File: config.mk
export PLATFORM = sky130hd
export DESIGN_NAME = dino_frame_scheduler
export DESIGN_NICKNAME = d
export VERILOG_FILES = /design/src/rtl/dino_frame_scheduler.sv
export SDC_FILE = /design/constraint.sdc
export NUM_CORES = 1
export LEC_CHECK = 0
export CAP_MARGIN = 20
export CORE_MARGIN = 2
export CORE_UTILIZATION = 45
export CTS_CLUSTER_DIAMETER = 80
export DETAILED_ROUTE_END_ITERATION = 10
export GPL_ROUTABILITY_DRIVEN = 0
export PLACE_DENSITY = 0.83
export SLEW_MARGIN = 5
export SYNTH_ARGS = -nofsm -noshare
export SYNTH_HDL_FRONTEND = slang
export SYNTH_SLANG_ARGS = --single-unit
File: constraint.sdc
create_clock -name clk -period 3.55 [get_ports clk]
set_clock_uncertainty 0.2 [all_clocks]
set_input_delay 1.065 -clock clk [delete_from_list [all_inputs] [get_ports clk]]
set_output_delay 1.065 -clock clk [all_outputs]
set_load 0.05 [all_outputs]
File: src/rtl/dino_frame_scheduler.sv
// dino_frame_scheduler
// Per-frame game sequencer for the dino runner VGA overlay. Motion (jump
// physics, obstacle scroll/respawn, scoring) advances once per rising edge of
// screen_ready; the IDLE/RUN/OVER game state is driven by jump_btn edges and
// by collision_detected, which is sampled on frame ticks while running.
//
// Ports
//   clk, reset            : clock, synchronous active-high reset
//   screen_ready          : VGA end-of-frame level (rising edge = frame tick)
//   jump_btn              : debounced jump/start button (rising edge used)
//   collision_detected    : overlap flag from the VGA block
//   x_coor, y_coor        : dino left x / bottom y (zero-extended)
//   x_coor_obstacle       : obstacle left x (zero-extended)
//   y_coor_obstacle       : obstacle bottom y (constant ground line)
//   random_generator_clk  : [0] toggles on respawn, [1] toggles on jump start
//   score                 : obstacles cleared, saturating
//   game_over             : high in OVER
//   state                 : IDLE=0, RUN=1, OVER=2
module dino_frame_scheduler #(
  parameter int DINO_X       = 100,
  parameter int GROUND_Y     = 320,
  parameter int OBST_START_X = 680,
  parameter int OBST_SPEED   = 4,
  parameter int JUMP_V0      = 12,
  parameter int GRAVITY      = 1
) (
  input  logic        clk,
  input  logic        reset,
  input  logic        screen_ready,
  input  logic        jump_btn,
  input  logic        collision_detected,
  output logic [31:0] x_coor,
  output logic [31:0] y_coor,
  output logic [31:0] x_coor_obstacle,
  output logic [31:0] y_coor_obstacle,
  output logic [1:0]  random_generator_clk,
  output logic [15:0] score,
  output logic        game_over,
  output logic [1:0]  state
);

  typedef enum logic [1:0] {IDLE = 2'd0, RUN = 2'd1, OVER = 2'd2} game_t;
  typedef enum logic {GROUND = 1'b0, AIR = 1'b1} vert_t;

  localparam logic [11:0] DX   = 12'(DINO_X);
  localparam logic [11:0] GY   = 12'(GROUND_Y);
  localparam logic [11:0] OSX  = 12'(OBST_START_X);
  localparam logic [11:0] OSPD = 12'(OBST_SPEED);
  localparam logic [7:0]  V0   = 8'(JUMP_V0);
  localparam logic [7:0]  GRV  = 8'(GRAVITY);

  game_t              st, st_nxt;
  vert_t              vst;
  logic               sr_q, jump_q, jump_req;
  logic [11:0]        y, xo;
  logic signed [7:0]  vel;
  logic [15:0]        score_r;
  logic [1:0]         rg;

  logic               frame_tick, jump_edge, run_upd, want_jump;
  logic signed [12:0] ny;

  assign frame_tick = screen_ready & ~sr_q;
  assign jump_edge  = jump_btn & ~jump_q;
  // Collision on the tick wins: no motion, score or strobe change that frame.
  assign run_upd    = (st == RUN) && frame_tick && !collision_detected;
  // A press landing on the tick itself is honoured in that same update.
  assign want_jump  = jump_req | jump_edge;
  assign ny         = $signed({1'b0, y}) - 13'(vel);

  // Game FSM: state register
  always_ff @(posedge clk) begin
    if (reset) st <= IDLE;
    else       st <= st_nxt;
  end

  // Game FSM: next state
  always_comb begin
    st_nxt = st;
    case (st)
      IDLE:    if (jump_edge) st_nxt = RUN;
      RUN:     if (frame_tick && collision_detected) st_nxt = OVER;
      OVER:    if (jump_edge) st_nxt = IDLE;
      default: st_nxt = IDLE;
    endcase
  end

  // Game FSM: outputs
  always_comb begin
    game_over = (st == OVER);
    state     = st;
  end

  // Datapath: edge detectors, vertical physics, obstacle, score, strobes
  always_ff @(posedge clk) begin
    if (reset) begin
      sr_q     <= 1'b0;
      jump_q   <= 1'b0;
      jump_req <= 1'b0;
      vst      <= GROUND;
      vel      <= '0;
      y        <= GY;
      xo       <= OSX;
      score_r  <= '0;
      rg       <= 2'b00;
    end else begin
      sr_q   <= screen_ready;
      jump_q <= jump_btn;

      if (st == RUN) begin
        // Requests live for one frame only; the tick always clears them.
        if (frame_tick)     jump_req <= 1'b0;
        else if (jump_edge) jump_req <= 1'b1;
      end

      if (run_upd) begin
        case (vst)
          GROUND: if (want_jump) begin
            vst   <= AIR;
            vel   <= V0;
            rg[1] <= ~rg[1];
          end
          AIR: if (ny >= $signed({1'b0, GY})) begin
            y   <= GY;
            vst <= GROUND;
          end else begin
            y   <= ny[11:0];
            vel <= vel - GRV;
          end
          default: vst <= GROUND;
        endcase

        if (xo < OSPD) begin
          xo    <= OSX;
          rg[0] <= ~rg[0];
          if (score_r != 16'hFFFF) score_r <= score_r + 16'd1;
        end else begin
          xo <= xo - OSPD;
        end
      end

      // Restart from OVER reloads everything except the LFSR strobes.
      if (st == OVER && jump_edge) begin
        jump_req <= 1'b0;
        vst      <= GROUND;
        vel      <= '0;
        y        <= GY;
        xo       <= OSX;
        score_r  <= '0;
      end
    end
  end

  assign x_coor               = {20'd0, DX};
  assign y_coor               = {20'd0, y};
  assign x_coor_obstacle      = {20'd0, xo};
  assign y_coor_obstacle      = {20'd0, GY};
  assign random_generator_clk = rg;
  assign score                = score_r;

endmodule

==> impl_metrics.csv <==
group,metric,value,unit
grt,grt_max_degree,25,
power,ir_drop,0.000184,V
timing,fmax,300,MHz
synthesis,ys_seq_area_share,27.0,%
cts,cts_num_sinks,54,
worst_setup_path,worstPathArrival,3340,ps
grt,grt_first_pass_wirelength,12900,microns
floorplanning,start_util,46.2,%
grt,grt_pass1_vias,2851,
route,ant_nets,0,
power,powerDensity,313,nW/um^2
finish,antennaDiodeCount,0,
power,power.internal,843,uW
grt,antenna_found_initial,0,
timing,whs,281,ps
synthesis,synth_top_area_cell,"dfxtp_1",
cts,clock_latency,310,ps
floorplanning,die_x,98.4,microns
worst_setup_path,critPathSlowestCell,"dfxtp_1",
cts,htree_levels,2,
finish,drive_above_1_share,7.00,%
timing,rsz0062_at_grt,"no",
power,p_clk_share,32.0,%
grt,grt-ovfl-total,0,
worst_setup_path,worstSetupStartpointType,"flip-flop",
route,wl_met1,3220,microns
power,switching_share,37.0,%
worst_setup_path,path_class,"reg -> reg",
worst_setup_path,max_stage_delay,470,ps
grt,track_usage,15.6,%
floorplanning,row_count,34,
timing,drv_slew,0,
worst_setup_path,path_cells,"inv_1 -> ha_1 -> and2_1 -> a221oi_2 -> o21ai_0 -> a211oi_2 -> o2111a_2 -> o21ai_0 -> mux2i_1",
cts,cts_buffers,5,
power,leakage,0.00178,uW
synthesis,yosysWarnings,0,
synthesis,synth_top_area_share,27.0,%
synthesis,synth.distinct_cells,61,
place,port_buffers,47,
timing,hold_viol_final,0,
flow_run,drv_cap,0,
route,route.met3.wl,547,microns
timing,fin_crit_sh,93.9,%
timing,tns,0,ps
timing,min_period,3330,ps
route,vias,3081,
worst_setup_path,cp_max_fo,13,
synthesis,syn_area_per_cell,8.54,sq um
timing,setup_viol_count_final,0,
power,p_sw,496,uW
outcome,outcome,"complete, no violations",
floorplanning,die_h,98.4,microns
finish,area_growth,6.81,%
power,p_comb_share,22.1,%
synthesis,ys_ff_latch,54,
floorplanning,core_area,8680,sq um
cts,hold_buffers,0,
synthesis,synth_top_flop_cell,"dfxtp_1",
worst_setup_path,crit_required,3560,ps
route,drt-vias-per-instance,4.95,
worst_setup_path,r2r_setup_slack,220,ps
route,drc,0,
worst_setup_path,crit_start,"vel[7]$_SDFFE_PP0P_",
worst_setup_path,rr_endpoint,"vel[7]$_SDFFE_PP0P_",
floorplanning,ios,154,
place,dp_hpwl,5960,microns
power,pwr-share-seq,45.9,%
route,avgRoutedWirePerCell,12.4,microns
timing,maxSlewHeadroom,64.6,%
synthesis,synthesis.area,4010,sq um
synthesis,synth_enable_flop_cells,0,
synthesis,netlist_instances,469,
worst_setup_path,crit_end,"vel[7]$_SDFFE_PP0P_",
worst_setup_path,cp_top_family,"compound AO/OA/AOI/OAI gates",
worst_setup_path,cp.depth,9,
floorplanning,dieArea,9670,sq um
cts,cts-root-buf,"clkbuf_8",
route,wl_met2,3810,microns
synthesis,synth-async-reset-ratio,0,%
route,wl,7740,microns
worst_setup_path,cp.buffers_inverters,1,
synthesis,yosys-top-cells-area,"dfxtp_1 27%, buf_4 20%, ha_1 4.7%, xor2_1 4.4%, nor2_1 3.4%",
worst_setup_path,crit-reg2reg-launch,"vel[7]$_SDFFE_PP0P_",
finish,most-common-layout-cells,"106 x conb_1, 54 x dfxtp_1, 47 x clkdlybuf4s50_1",
finish,final_nets,534,
worst_setup_path,end_kind,"flip-flop",
route,highest_layer,"met4",
finish,final_common_cell,"conb_1",
cts,ctsLongestPathBuffers,2,
cts,clk_pin_slew,100,ps
finish,nFillCells,810,
route,dr.pass1.iters,5,
worst_setup_path,crit_path_frequent_cell,"o21ai_0",
timing,worstMarginPinSlew,531,ps
min_path,min_path_type,"reg -> reg",
cts,cts_tree,"done",
worst_setup_path,ff2ff_path_depth,9,
route,drt_iter0_drc,257,
[worst reg2reg max path: stages, from the launching register on]
cell,delay (ps)
dfxtp_1,470
inv_1,240
ha_1,420
and2_1,260
a221oi_2,380
o21ai_0,170
a211oi_2,310
o2111a_2,450
o21ai_0,180
mux2i_1,150
[power groups by stage]
stage	combinational, uW	sequential [uW]	clock (uW)
floorplan	362	636	0
global placement	292	628	0
detailed placement	293	628	0
CTS	294	614	437
global route	307	615	461
finish	296	614	428
[worst min-delay path by stage]
stage,from,endpoint,slack (ps),cells after the start
2_1_floorplan,vel[6]$_SDFFE_PP0P_,vel[6]$_SDFFE_PP0P_,250,2
3_3_place_gp,vel[5]$_SDFFE_PP0P_,vel[5]$_SDFFE_PP0P_,260,2
3_5_place_dp,vel[5]$_SDFFE_PP0P_,vel[5]$_SDFFE_PP0P_,270,2
4_1_cts,vel[5]$_SDFFE_PP0P_,vel[5]$_SDFFE_PP0P_,280,2
5_1_grt,y[9]$_SDFFE_PP0P_,y[9]$_SDFFE_PP0P_,330,2
6_report,vel[5]$_SDFFE_PP0P_,vel[5]$_SDFFE_PP0P_,280,2
[registers in the layout, summed over array words and instances (netlist names), 2 cells and up]
register,cells
vel,8
y,12
random_generator_clk,2
state,2
xo,10
score,16
[cell families after synthesis]
kind of cell,Yosys count,synth area share [%]
simple gates,148,20.0
buf+inv,133,23.4
compound gates,77,14.4
flops,54,27.0
xor+xnor,32,7.93
fa+ha+maj,16,5.18
mux,7,1.87
other cells,2,0.187
[stage by stage]
stage | instances | utilization, % | instance area [sq um] | setup WS [ps] | total power (uW)
2_1_floorplan | 573 | - | 4400 | 376 | 998
3_3_place_gp | 614 | 47.9 | 4160 | 210 | 920
3_5_place_dp | 614 | 47.9 | 4160 | 120 | 921
4_1_cts | 622 | 49.3 | 4280 | 129 | 1340
5_1_grt | 622 | 49.3 | 4280 | 84.1 | 1380
6_report | 622 | 49.3 | 4280 | 217 | 1340
[Yosys cell counts, types with 5 or more instances]
cell type and number:
mux2i_1 6, a21oi_1 26, nor3_1 10, nor4_1 6, and3_1 12, nor2_1 36
o211ai_1 9, nand2b_1 6, ha_1 15, xor2_1 20, nand4_1 9, buf_4 106
inv_1 13, xnor2_1 10, o21ai_0 8, nor2b_1 5, nand3_1 13, nand2_1 28
a21o_1 12, clkbuf_1 7, dfxtp_1 54
[per-layer routing]
metal / global-route usage [%] / vias to the layer above
li1: - / 1502
met5: 0 / -
met1: 19.6 / 1421
met2: 26.4 / 141
met3: 3.29 / 17
met4: 5.80 / 0
[final cells by class]
type	count	area, sq um	area share [%]
Multi-Input combinational cell	386	2380	55.6
Sequential cell	54	1080	25.3
Timing Repair Buffer	53	515	12.0
Tap cell	108	135	3.16
Clock buffer	5	68.8	1.61
Clock inverter	3	48.8	1.14
Inverter	13	48.8	1.14
[what timing repair did]
action                                  4_1_cts  5_1_grt
endpoints found under the setup margin        0        5
setup buffers                                 0        0
gates resized for setup                       0        1
Note: power is estimated with default switching activity, not from simulation.
